<file path="src/rtl/enoc_pkg.sv">
// Shared types and defaults for the NetEmulation <-> ENoC adapter.
package enoc_pkg;

  localparam int unsigned DATA_W         = 16;
  localparam int unsigned DEST_W         = 6;
  localparam int unsigned DEF_FIFO_DEPTH = 4;
  localparam int unsigned DEF_NF_THRESH  = 1;

  typedef struct packed {
    logic [DATA_W-1:0] data;
    logic [DEST_W-1:0] dest;
    logic              valid;
  } packet_t;

  function automatic int unsigned enoc_nodes(input int unsigned x_nodes, input int unsigned y_nodes);
    return x_nodes * y_nodes;
  endfunction

endpackage

</file>
<file path="src/rtl/enoc_ingress_fifo.sv">
// One port's ingress FIFO: holds packets until the mesh node enables them.
module enoc_ingress_fifo
  import enoc_pkg::*;
#(
  parameter int unsigned DEPTH     = DEF_FIFO_DEPTH,
  parameter int unsigned NF_THRESH = DEF_NF_THRESH
) (
  input  logic    clk,
  input  logic    rst,
  input  packet_t pkt_i,
  input  logic    pop_en_i,
  output packet_t head_c,
  output logic    val_o,
  output logic    full_o,
  output logic    nearly_full_o
);

  localparam int unsigned PW = $clog2(DEPTH);
  localparam int unsigned CW = $clog2(DEPTH + 1);

  packet_t         mem_q [DEPTH];
  logic [PW-1:0]   wr_ptr_q;
  logic [PW-1:0]   rd_ptr_q;
  logic [CW-1:0]   count_q;
  logic [CW-1:0]   count_d;
  logic            push_c;
  logic            pop_c;

  // A full FIFO refuses pushes even when a pop frees a slot the same cycle.
  assign push_c = pkt_i.valid && !full_o;
  assign pop_c  = val_o && pop_en_i;
  assign head_c = mem_q[rd_ptr_q];

  always_comb begin
    count_d = count_q;
    case ({push_c, pop_c})
      2'b10:   count_d = count_q + CW'(1);
      2'b01:   count_d = count_q - CW'(1);
      default: count_d = count_q;
    endcase
  end

  // Flags are registered from next count so they move only on clock edges.
  always_ff @(posedge clk) begin
    if (rst) begin
      wr_ptr_q      <= '0;
      rd_ptr_q      <= '0;
      count_q       <= '0;
      val_o         <= 1'b0;
      full_o        <= 1'b0;
      nearly_full_o <= 1'b0;
    end else begin
      count_q       <= count_d;
      val_o         <= (count_d != '0);
      full_o        <= (count_d == CW'(DEPTH));
      nearly_full_o <= ((CW'(DEPTH) - count_d) <= CW'(NF_THRESH));
      if (push_c) wr_ptr_q <= wr_ptr_q + PW'(1);
      if (pop_c)  rd_ptr_q <= rd_ptr_q + PW'(1);
    end
  end

  always_ff @(posedge clk) begin
    if (push_c) mem_q[wr_ptr_q] <= pkt_i;
  end

endmodule

</file>
<file path="src/rtl/enoc_net_adapter.sv">
// Buffered adapter between NetEmulation packet ports and the ENoC mesh node interface.
module enoc_net_adapter
  import enoc_pkg::*;
#(
  parameter int unsigned PORTS      = 16,
  parameter int unsigned X_NODES    = 4,
  parameter int unsigned Y_NODES    = 4,
  parameter int unsigned FIFO_DEPTH = DEF_FIFO_DEPTH,
  parameter int unsigned NF_THRESH  = DEF_NF_THRESH,
  localparam int unsigned NODES     = enoc_nodes(X_NODES, Y_NODES)
) (
  input  logic                 clk,
  input  logic                 rst,
  input  packet_t [PORTS-1:0]  pkt_in,
  output packet_t [PORTS-1:0]  pkt_out,
  output logic    [PORTS-1:0]  net_full,
  output logic    [PORTS-1:0]  nearly_full,
  output packet_t [NODES-1:0]  enoc_i_data,
  output logic    [NODES-1:0]  enoc_i_val,
  input  logic    [NODES-1:0]  enoc_o_en,
  input  packet_t [NODES-1:0]  enoc_o_data,
  input  logic    [NODES-1:0]  enoc_o_val,
  output logic    [NODES-1:0]  enoc_i_en
);

  if (PORTS > NODES) begin : g_err_ports
    $error("enoc_net_adapter: PORTS exceeds mesh node count");
  end
  if (FIFO_DEPTH < 2 || (FIFO_DEPTH & (FIFO_DEPTH - 1)) != 0) begin : g_err_depth
    $error("enoc_net_adapter: FIFO_DEPTH must be a power of 2 and >= 2");
  end
  if (NF_THRESH >= FIFO_DEPTH) begin : g_err_thresh
    $error("enoc_net_adapter: NF_THRESH must be below FIFO_DEPTH");
  end

  assign enoc_i_en = '1;

  for (genvar p = 0; p < PORTS; p++) begin : g_port
    logic unused_vbit;

    enoc_ingress_fifo #(
      .DEPTH     (FIFO_DEPTH),
      .NF_THRESH (NF_THRESH)
    ) u_fifo (
      .clk           (clk),
      .rst           (rst),
      .pkt_i         (pkt_in[p]),
      .pop_en_i      (enoc_o_en[p]),
      .head_c        (enoc_i_data[p]),
      .val_o         (enoc_i_val[p]),
      .full_o        (net_full[p]),
      .nearly_full_o (nearly_full[p])
    );

    // Egress valid comes from o_val, so the payload's own valid bit is ignored.
    assign unused_vbit = enoc_o_data[p].valid;

    always_ff @(posedge clk) begin
      if (rst || !enoc_o_val[p]) begin
        pkt_out[p] <= '0;
      end else begin
        pkt_out[p]       <= enoc_o_data[p];
        pkt_out[p].valid <= 1'b1;
      end
    end
  end

  if (PORTS < NODES) begin : g_pad
    logic unused_pad;
    assign enoc_i_data[NODES-1:PORTS] = '0;
    assign enoc_i_val[NODES-1:PORTS]  = '0;
    assign unused_pad = ^{enoc_o_data[NODES-1:PORTS], enoc_o_val[NODES-1:PORTS],
                          enoc_o_en[NODES-1:PORTS]};
  end

endmodule
</file>
<file path="config.mk">
export PLATFORM = sky130hd
export DESIGN_NAME = enoc_net_adapter
export DESIGN_NICKNAME = d
export VERILOG_FILES = /design/src/rtl/enoc_pkg.sv /design/src/rtl/enoc_ingress_fifo.sv /design/src/rtl/enoc_net_adapter.sv
export SDC_FILE = /design/constraint.sdc
export NUM_CORES = 2
export LEC_CHECK = 0
export BUFFER_PORTS_ARGS = -buffer_cell sky130_fd_sc_hd__buf_2
export CAP_MARGIN = 20
export CORE_AREA = 2 2 618 620
export DETAILED_ROUTE_END_ITERATION = 6
export DIE_AREA = 0 0 620 622
export HOLD_SLACK_MARGIN = 0.06
export PLACE_DENSITY = 0.37
export SETUP_SLACK_MARGIN = 0.2
export SLEW_MARGIN = 20
export SYNTH_ARGS = -nofsm -noshare
export SYNTH_HDL_FRONTEND = slang
export SYNTH_HIERARCHICAL = 1
export SYNTH_SLANG_ARGS = --single-unit
export TNS_END_PERCENT = 100
</file>
<file path="constraint.sdc">
create_clock -name clk -period 2.83 [get_ports clk]
set_clock_uncertainty 0.05 [all_clocks]
set_input_delay 0.283 -clock clk [delete_from_list [all_inputs] [get_ports clk]]
set_output_delay 0.283 -clock clk [all_outputs]
set_load 0.005 [all_outputs]
</file>
==> impl_metrics.json <==
{
  "status": "complete, no violations",
  "die_h_um": 622,
  "nets": 8056,
  "cp_max_fo": 5,
  "finalMaxSlewViolations": 0,
  "startpoint_type": "flop",
  "syn_to_final_growth_pct": 54.8,
  "max_freq_mhz": 382,
  "synthDistinctLibCells": 26,
  "fillers": 38000,
  "reg2regPathDepth": 9,
  "ys_ff_latch": 2032,
  "cp_top_family": "multiplexers",
  "tns_ns": 0,
  "whs_ns": 0.148,
  "hold_class": "input pin to flop",
  "die_x_um": 620,
  "final_hold_viol_count": 0,
  "maxCapViolCount": 0,
  "r2r-start": "g_port[2].u_fifo/full_o",
  "min_to": "g_port[7].u_fifo/mem_q[0][22]",
  "period_needed_ns": 2.62,
  "coreArea_um2": 378000,
  "h-tree-depth": 4,
  "worst_pin_slew_ns": 1.11,
  "grt_max_degree": 91,
  "drive_gt1_share_pct": 34.5,
  "final_cell_mix": "1,557 x dlygate4sd3_1, 1,472 x edfxtp_1, 1,380 x buf_2, 540 x dfxtp_1, 357 x mux4_2",
  "worst-path-buf-inv": 3,
  "max_stage_delay_ns": 0.52,
  "rsz0062_at_grt": "true",
  "antenna_found_initial": 121,
  "synth.area.top_cells": "edfxtp_1 59%, dfxtp_1 15%, mux4_2 9.7%, and3b_1 4.1%, ha_1 2.4%",
  "grt_pass1_vias": 50700,
  "ys_warn_count": 6,
  "power_density_nw_per_um2": 751,
  "ff2ff_setup_slack_ns": 0.51,
  "hold_path_depth": 2,
  "final_common_cell": "dlygate4sd3_1",
  "cts_tree": "built",
  "viasPerCell": 3.77,
  "gp_congestion": 0.910,
  "clk_path_buf_depth": 4,
  "ir_drop_uv": 574,
  "setup_viol": 0,
  "postSynthCellCount": 3737,
  "cts_buffers": 240,
  "vias": 47100,
  "cp.depth": 4,
  "grt_overflow": 0,
  "grt_pass1_wl_mm": 413,
  "yosysSeqAreaShare_pct": 74.6,
  "clkTransAtPathRegs_ns": 0.06,
  "post-synth-top-area-cell": "edfxtp_1",
  "firstDrtPassIters": 5,
  "min_period_over_period_pct": 92.5,
  "rr_endpoint": "g_port[2].u_fifo/nearly_full_o",
  "cts_sinks": 2032,
  "synth_area_per_cell_um2": 19.9,
  "synth_top_area_share_pct": 59.5,
  "initial_utilization_pct": 19.6,
  "cp_slowest_cell": "mux4_2",
  "pin_count": 1570,
  "insertion_delay_ns": 0.92,
  "grt_use_total_pct": 15.4,
  "die-area_um2": 386000,
  "slew_headroom_pct": 26.2,
  "end_kind": "primary output",
  "wire_per_inst_um": 24.3,
  "wirelength_mm": 304,
  "ctsRootBufferMaster": "clkbuf_16",
  "required_ns": 2.50,
  "antenna_left": 0,
  "portBuffers": 1537,
  "critical_path.cell_chain": "buf_12, clkbuf_16, mux4_2, buf_6",
  "drt_iter0_markers": 2234,
  "crit_type": "flop to primary output",
  "hold_path_startpoint": "pkt_in[183]",
  "drc_errors": 0,
  "netlist_area_um2": 74300,
  "p_leak_nw": 45.5,
  "rows": 226,
  "dp_hpwl_mm": 224,
  "arrival_ns": 2.29
}
-- worst max path at each step --
stage                                       start  slack [ns]                             end
after detailed placement               pkt_in[46]        0.34  g_port[2].u_fifo/nearly_full_o
after floorplan           g_port[0].u_fifo/full_o        0.54  g_port[0].u_fifo/nearly_full_o
after CTS                                    flop        0.03                enoc_i_data[359]
after global placement                pkt_in[207]        0.33  g_port[9].u_fifo/nearly_full_o
final                                        flop        0.21                 enoc_i_data[20]
after global routing                         flop        0.09                enoc_i_data[250]
-- state kept, by name (all words and copies together), names as in the netlist, named ones only --
name / cells
g_port.u_fifo/count_q: 48
g_port.u_fifo/mem_q: 1472
g_port.u_fifo/full_o: 16
g_port.u_fifo/wr_ptr_q: 32
g_port.u_fifo/val_o: 16
pkt_out: 368
g_port.u_fifo/nearly_full_o: 16
g_port.u_fifo/rd_ptr_q: 32
-- metrics by stage --
step                power, mW  utilization (%)  std cells  worst slack, ns  area [um2]
finish                   86.4             30.4      12500            0.211      115000
detailed placement       51.3             23.3      10300            0.340       88300
global placement         51.3             23.3      10300            0.333       88300
floorplan                44.3                -       3752            0.540       74400
global route             90.7             30.4      12500           0.0887      115000
CTS                      87.6             30.1      12300           0.0337      114000
-- final cells by class --
| type | instances | area, um2 | share of cell area [%] |
|---|---|---|---|
| antenna | 147 | 368 | 0.320 |
| clock buffer | 306 | 6390 | 5.55 |
| clock inverter | 143 | 1680 | 1.46 |
| inverter | 96 | 360 | 0.313 |
| multi-input combinational | 1424 | 16900 | 14.7 |
| sequential | 2032 | 55500 | 48.2 |
| tap | 5016 | 6280 | 5.45 |
| timing repair buffer | 3332 | 27600 | 24.0 |
-- report_power, final --
group | internal, mW | total [mW] | leakage [nW] | switching [mW]
sequential | 34.7 | 35.8 | 18.1 | 1.11
clock | 18.7 | 31.8 | 3.91 | 13.1
combinational | 9.75 | 18.8 | 23.4 | 9.08
total | 63.2 | 86.4 | 45.5 | 23.3
-- metal layers --
metal	part of all wire, %	routed length [um]	GRT usage (%)	up-vias
met4	5.4	16400	7.42	40
li1	-	-	-	21300
met1	35	106000	15.4	23800
met2	53	161000	28.6	1390
met3	6.8	20600	4.57	531
met5	0.086	261	0	-
-- kinds of logic after synthesis --
logic type,after synthesis,share of synthesized area [%]
fa+ha+maj,160,2.86
other cells,1,0.00505
flops,2032,74.6
xor+xnor,112,1.32
compound gates,16,0.108
buf+inv,296,2.55
simple gates,704,6.52
mux,416,12.1
-- what timing repair did --
action,in CTS,in global routing
endpoints found under the setup margin,365,237
cloned,36,3
hold buffers,1557,0
resized for setup,256,190
endpoints found under the hold margin,2007,0
setup buffers,31,10
-- synthesized netlist by cell type --
library cell,number
dfxtp_1,560
xnor2_1,64
buf_4,16
ha_1,144
fa_1,16
nor2_1,176
edfxtp_1,1472
xor2_1,48
mux2i_1,32
buf_2,67
mux4_2,320
clkbuf_2,1
inv_1,96
mux2_2,16
buf_6,16
buf_1,16
nor2b_1,64
mux4_1,48
conb_1,1
and2_1,80
clkbuf_1,52
buf_12,32
a21oi_1,16
nand3_1,16
and3b_1,352
nor3b_1,16
(Power assumes the default switching activity.)
